--- src/rtl/binary_to_bcd_converter.sv ---
`default_nettype none
// ============================================================================
//  Module      : binary_to_bcd_converter
//  Description : Iterative double-dabble converter, one bit per clock, driving
//                eight packed BCD digits with saturation above 99_999_999.
//  Revision    : 1.0  initial release
// ============================================================================
module binary_to_bcd_converter #(
   parameter int WIDTH = 27
) (
   input  logic             clk_in,
   input  logic             rst_in,
   input  logic [WIDTH-1:0] bin_in,
   input  logic             valid_in,
   output logic             ready_out,
   output logic [31:0]      bcd_out,
   output logic             valid_out,
   output logic             overflow_out
);

   typedef enum logic [0:0] {
      IDLE  = 1'b0,
      SHIFT = 1'b1
   } state_t;

   localparam logic [26:0] C_MAX_DEC   = 27'd99_999_999;
   localparam logic [31:0] C_SATURATE  = 32'h9999_9999;
   localparam logic [4:0]  C_LAST_SHIFT = 5'(WIDTH - 1);

   state_t           state_q, state_d;
   logic [WIDTH-1:0] bin_q, bin_d;
   logic [31:0]      scr_q, scr_d;
   logic [4:0]       cnt_q, cnt_d;
   logic             flag_q, flag_d;
   logic [31:0]      bcd_q, bcd_d;
   logic             ovf_q, ovf_d;
   logic             valid_q, valid_d;

   logic [31:0]      corr;
   logic [31:0]      shifted;
   logic [26:0]      bin_ext;

   // A nibble of at most 9 becomes at most 12 after +3, so 4 bits suffice.
   genvar gi;
   generate
      for (gi = 0; gi < 8; gi++) begin : g_nib
         assign corr[4*gi +: 4] = (scr_q[4*gi +: 4] >= 4'd5) ?
                                  (scr_q[4*gi +: 4] + 4'd3) : scr_q[4*gi +: 4];
      end
   endgenerate

   assign shifted = {corr[30:0], bin_q[WIDTH-1]};

   always_comb begin
      bin_ext              = '0;
      bin_ext[WIDTH-1:0]   = bin_in;
   end

   always_comb begin
      state_d = state_q;
      bin_d   = bin_q;
      scr_d   = scr_q;
      cnt_d   = cnt_q;
      flag_d  = flag_q;
      bcd_d   = bcd_q;
      ovf_d   = ovf_q;
      valid_d = 1'b0;
      case (state_q)
         IDLE: begin
            if (valid_in) begin
               bin_d   = bin_in;
               scr_d   = '0;
               flag_d  = (bin_ext > C_MAX_DEC);
               cnt_d   = '0;
               state_d = SHIFT;
            end
         end
         SHIFT: begin
            scr_d = shifted;
            bin_d = bin_q << 1;
            cnt_d = cnt_q + 5'd1;
            if (cnt_q == C_LAST_SHIFT) begin
               state_d = IDLE;
               valid_d = 1'b1;
               bcd_d   = flag_q ? C_SATURATE : shifted;
               ovf_d   = flag_q;
            end
         end
         default: state_d = IDLE;
      endcase
   end

   always_ff @(posedge clk_in) begin
      if (rst_in) begin
         state_q <= IDLE;
         bin_q   <= '0;
         scr_q   <= '0;
         cnt_q   <= '0;
         flag_q  <= 1'b0;
         bcd_q   <= '0;
         ovf_q   <= 1'b0;
         valid_q <= 1'b0;
      end else begin
         state_q <= state_d;
         bin_q   <= bin_d;
         scr_q   <= scr_d;
         cnt_q   <= cnt_d;
         flag_q  <= flag_d;
         bcd_q   <= bcd_d;
         ovf_q   <= ovf_d;
         valid_q <= valid_d;
      end
   end

   // Ready is decoded straight from the state register, so it stays registered.
   assign ready_out    = (state_q == IDLE);
   assign bcd_out      = bcd_q;
   assign valid_out    = valid_q;
   assign overflow_out = ovf_q;

endmodule
`default_nettype wire
--- config.mk ---
export PLATFORM = sky130hd
export DESIGN_NAME = binary_to_bcd_converter
export DESIGN_NICKNAME = d
export VERILOG_FILES = /design/src/rtl/binary_to_bcd_converter.sv
export SDC_FILE = /design/constraint.sdc
export NUM_CORES = 1
export LEC_CHECK = 0
export BUFFER_PORTS_ARGS = -buffer_cell sky130_fd_sc_hd__buf_2
export CAP_MARGIN = 0
export CORE_MARGIN = 2
export CORE_UTILIZATION = 55
export DETAILED_ROUTE_END_ITERATION = 8
export PLACE_DENSITY = 0.77
export SETUP_SLACK_MARGIN = 0.2
export SLEW_MARGIN = 10
export SYNTH_ARGS = -nofsm -noshare
export SYNTH_HDL_FRONTEND = slang
export SYNTH_SLANG_ARGS = --single-unit
--- constraint.sdc ---
create_clock -name clk_in -period 1.85 [get_ports clk_in]
set_clock_uncertainty 0.15 [all_clocks]
set_input_delay 0 -clock clk_in [delete_from_list [all_inputs] [get_ports clk_in]]
set_output_delay 0 -clock clk_in [all_outputs]
set_load 0.01 [all_outputs]
; ---- After elaboration in Yosys (flattened, before gate mapping)
; Index checks and enable logic that the tools add are counted.
[classes]
n_addsub = 9
order_cmp = 9
eq_ne = 2
mux = 19
bitwise_logic = 1
n_reduce_logical = 3
[op_table]
columns = op, count
row1 = 32-bit 2-to-1 mux, 2
row2 = 32-bit case mux with 2 select lines, 1
row3 = 27-bit case mux with 2 select lines, 1
row4 = 4-bit by 3-bit >= comparator with 1-bit output (second input constant), 8
row5 = 4-bit by 2-bit adder with 4-bit output (second input constant), 7
row6 = 4-bit 2-to-1 mux, 7
row7 = 27-bit > comparator (second input constant), 1
row8 = 27-bit 2-to-1 mux, 1
row9 = 5-bit case mux with 2 select lines, 1
row10 = 5-bit by 1-bit adder with 5-bit output (second input constant), 1
row11 = 5-bit equality test (second input constant), 1
row12 = 5-bit 2-to-1 mux, 1
row13 = 2-bit AND reduction, 2
row14 = 3-bit by 2-bit adder with 3-bit output (second input constant), 1
row15 = 1-bit 2-to-1 mux, 3
row16 = 3-bit 2-to-1 mux, 1
row17 = 2-bit inequality test (second input constant), 1
row18 = 1-bit case mux with 2 select lines, 1
row19 = 2-bit OR reduction, 1
row20 = 1-bit inverter, 1
[word_totals]
ff_bits = 100
input_bits = 30

; ---- Depth between registers and ports, before layout
[depth]
ltp_word = 3
mapped_depth = 8
mapped_depth_nobuf = 6

; ---- Worst setup path after synthesis
; No wires, ideal clock.
[synth_path]
path_kind = register to register
from = register cnt_q[0]
to = register bcd_q[13] (netlist: bcd_out[13])
setup_ps = 59
t_arrival_ps = 1432
t_required_ps = 1641
path_slack_ps = 210
path_stages_with_launch = 9
cell_sequence = dfxtp_1 -> inv_1 -> ha_1 -> and4b_1 -> and2_4 -> buf_12 -> nor2_8 -> buf_8 -> a22o_1
[synth_between]
elab_chain_cells = 2
[synth_rtl]
columns = element, line
row1 = from (decl), 33  ; logic [4:0] cnt_q, cnt_d;
row2 = from (signal assigned), 107  ; cnt_q <= cnt_d;
row3 = 5-bit equality test, 82  ; if (cnt_q == C_LAST_SHIFT) begin
row4 = 2-bit AND reduction (no line), --
row5 = to (signal assigned), 100  ; bcd_q <= '0;
row6 = to (signal assigned), 109  ; bcd_q <= bcd_d;
row7 = to (decl), 35  ; logic [31:0] bcd_q, bcd_d;
; No other way between the ends.
; A chain may end at the register's enable or synchronous reset.

; ---- Worst setup path after layout
[layout_path]
from = register cnt_q[0]
to = register bcd_q[26] (netlist: bcd_out[26])
; Same word-level chain as after synthesis.

==> reports/metrics.cfg <==
[setup_path]
endpoint_kind=flop
critPathArrivalTime_ns=1.82
worstPathRequired_ns=2.01
crit_chain=inv_2 > ha_4 > and4b_2 > and2_4 > buf_12 > nor2_8 > a22o_1
cp_slowest_cell=dfxtp_2
crit_type=flop to flop
crit_path_max_incr_delay_ns=0.35
critPathLaunchType=flop
cp_max_fo=8

[synth]
synth_top_family_by_area=simple AND/OR/NAND/NOR gates
synth_edf_count=0
synthAdderAreaFrac=0.04981
synth.area.top_cells=dfxtp_1 44%, mux2i_1 8.0%, nor2_1 7.1%, a22o_1 6.2%, a21oi_1 6.1%
netlist.area_leader.share=0.4427
synth_nets=555
syn_area_per_cell_um2=8.919
netlist_instances=507
ys_seq_elements=100
ys_types=34
synth_flop_cell=dfxtp_1
synth-simple-area-share=0.1837
synth_compound_area_frac=0.1724
synth_top_area_cell=dfxtp_1
synth_mux_area_frac=0.07969
synthArstFlopShare=0
synth_xor_xnor_area_share=0.01743
yosysWarnings=0
synth.cell_area_um2=4522
ys_seq_area_frac=0.4427

[global_routing]
grt_usage=0.2467
grt_pass1_vias=3736
antenna_found_initial=0
grt.overflow.total=0
grt_start_max_net_pins=45
grt_first_pass_wirelength_um=17290

[die]
io_pins=65
initial_core_util=0.5588
core_area_um2=8093
die_w_um=94.67
die_h_um=94.67
rows=33
die-area_um2=8962

[final_layout]
antenna_cells=0
layout_common_cells=86 x dfxtp_1, 84 x nor2_1, 64 x buf_2
layout.nets=657
final_common_cell=dfxtp_1
drive_gt1_frac=0.2443
design_area_um2=5665
stdcell_count=719
syn_to_final_growth_pct=25.29

[route]
drt-wirelength-per-cell_um=15.10
wirelength_um=10860
antenna_left=0
vias_per_cell=5.601
drt_pass1_iterations=5
drtIter0Drc=180
route.detailed.drc=0
num_vias=4027

[placed_design]
portBuffers=64
dpl.cell_count=658
dp_hpwl_um=6671
post_dp_cell_area_um2=4891
dp_slack_ns=-0.06485
place.gp.congestion=0.8312

[timing]
fmax_ghz=0.6035
slew_viol_final=0
hold_ws_ns=0.04154
setup_viol=0
finalHoldViolations=0
worst_slew_pin_slew_ns=0.4794
setup_ws_ns=0.1929
rsz0062_at_grt=true
fin_crit_ns=1.657
min_period_over_period=0.8957
maxSlewHeadroom=0.6804

[clocking]
cts_buffer_depth=2
cts_tree=done
clock_latency_ns=0.36
h-tree-depth=3
cts_inserted_buffers=9
cts_root_buffer=clkbuf_8
clock-sinks=100
clk_pin_slew_ns=0.09

[power]
power_leakage_nw=2.436
power.total_w=0.003917
powerDensity_nw_per_um2=691.4
vdd_drop_max_v=0.0003671

[run]
drv_cap=0

[hold_path]
hold_class=primary input to flop

[outcome]
status=complete, no violations

[routing by layer]
metal	GRT usage	up-vias	part of all wire
li1	-	1973	-
met3	0.03831	22	0.044
met1	0.2877	1913	0.42
met2	0.4433	119	0.51
met5	0	-	0
met4	0.1111	0	0.022
[synthesized netlist by cell type (9+ instances only)]
| library cell | count |
|---|---|
| a211oi_1 | 9 |
| a21oi_1 | 55 |
| a22o_1 | 32 |
| buf_2 | 12 |
| clkbuf_1 | 12 |
| dfxtp_1 | 100 |
| ha_1 | 18 |
| inv_1 | 19 |
| mux2i_1 | 36 |
| nand2_1 | 18 |
| nand2b_1 | 17 |
| nor2_1 | 85 |
| nor3_1 | 22 |
| nor3b_1 | 9 |
| o21ai_0 | 24 |
[metrics by stage]
stage / util / TNS [ns]
2_1_floorplan: - / 0
3_3_place_gp: 0.6044 / 0
3_5_place_dp: 0.6044 / -0.8165
4_1_cts: 0.6832 / 0
5_1_grt: 0.7001 / 0
6_report: 0.7001 / 0
[power breakdown]
part,leakage (nW),internal (W),switching (W),total (W)
combinational,1.53,0.000170,0.000206,0.000376
sequential,0.817,0.00219,0.0000320,0.00223
clock,0.0928,0.000571,0.000744,0.00131
[cell families after synthesis]
family                   after synthesis
AO/OA/AOI/OAI                        125
flip-flops                           100
adder cells (fa/ha/maj)               18
XOR/XNOR                               9
multiplexers                          36
AND/OR/NAND/NOR                      170
buffers and inverters                 49
[worst max-delay path, delay by kind of cell, from the launching register on]
family          cells  cell delay, ns
compound gates      1            0.17
fa+ha+maj           1            0.14
flops               1            0.35
buf+inv             2            0.17
simple gates        3            0.63
[repair_timing]
action,4_1_cts,5_1_grt
hold buffers,29,0
setup endpoints to repair,31,68
buffers inserted,11,3
cloned,2,0
pin swaps,2,24
resized for setup,18,34
hold endpoints to repair,30,0
[final timing paths]
| check | slack, ns | cells past startpoint | end | from |
|---|---|---|---|---|
| setup / recovery | 0.19 | 7 | bcd_out[26] | cnt_q[0] |
| hold / removal | 0.04 | 3 | cnt_q[0] | rst_in |
| setup reg to reg | 0.19 | 7 | bcd_out[26] | cnt_q[0] |
| hold reg to reg | 0.32 | 2 | overflow_out | overflow_out |
[flip-flops by register name, indices dropped and copies added, names as in the netlist]
name / flops
valid_out: 1
flag_q: 1
bin_q: 27
state_q: 1
overflow_out: 1
scr_q: 32
cnt_q: 5
bcd_out: 32
[cell type report]
type / count / area, um^2
clock buffers: 12 / 155.1
clock inverters: 4 / 33.78
fillers: 659 / 2427
inverters: 19 / 71.32
multi-input cells: 360 / 2414
flip-flops and latches: 100 / 2019
well taps: 105 / 131.4
repair buffers: 119 / 840.8
Power figures use the tool's default switching activity.
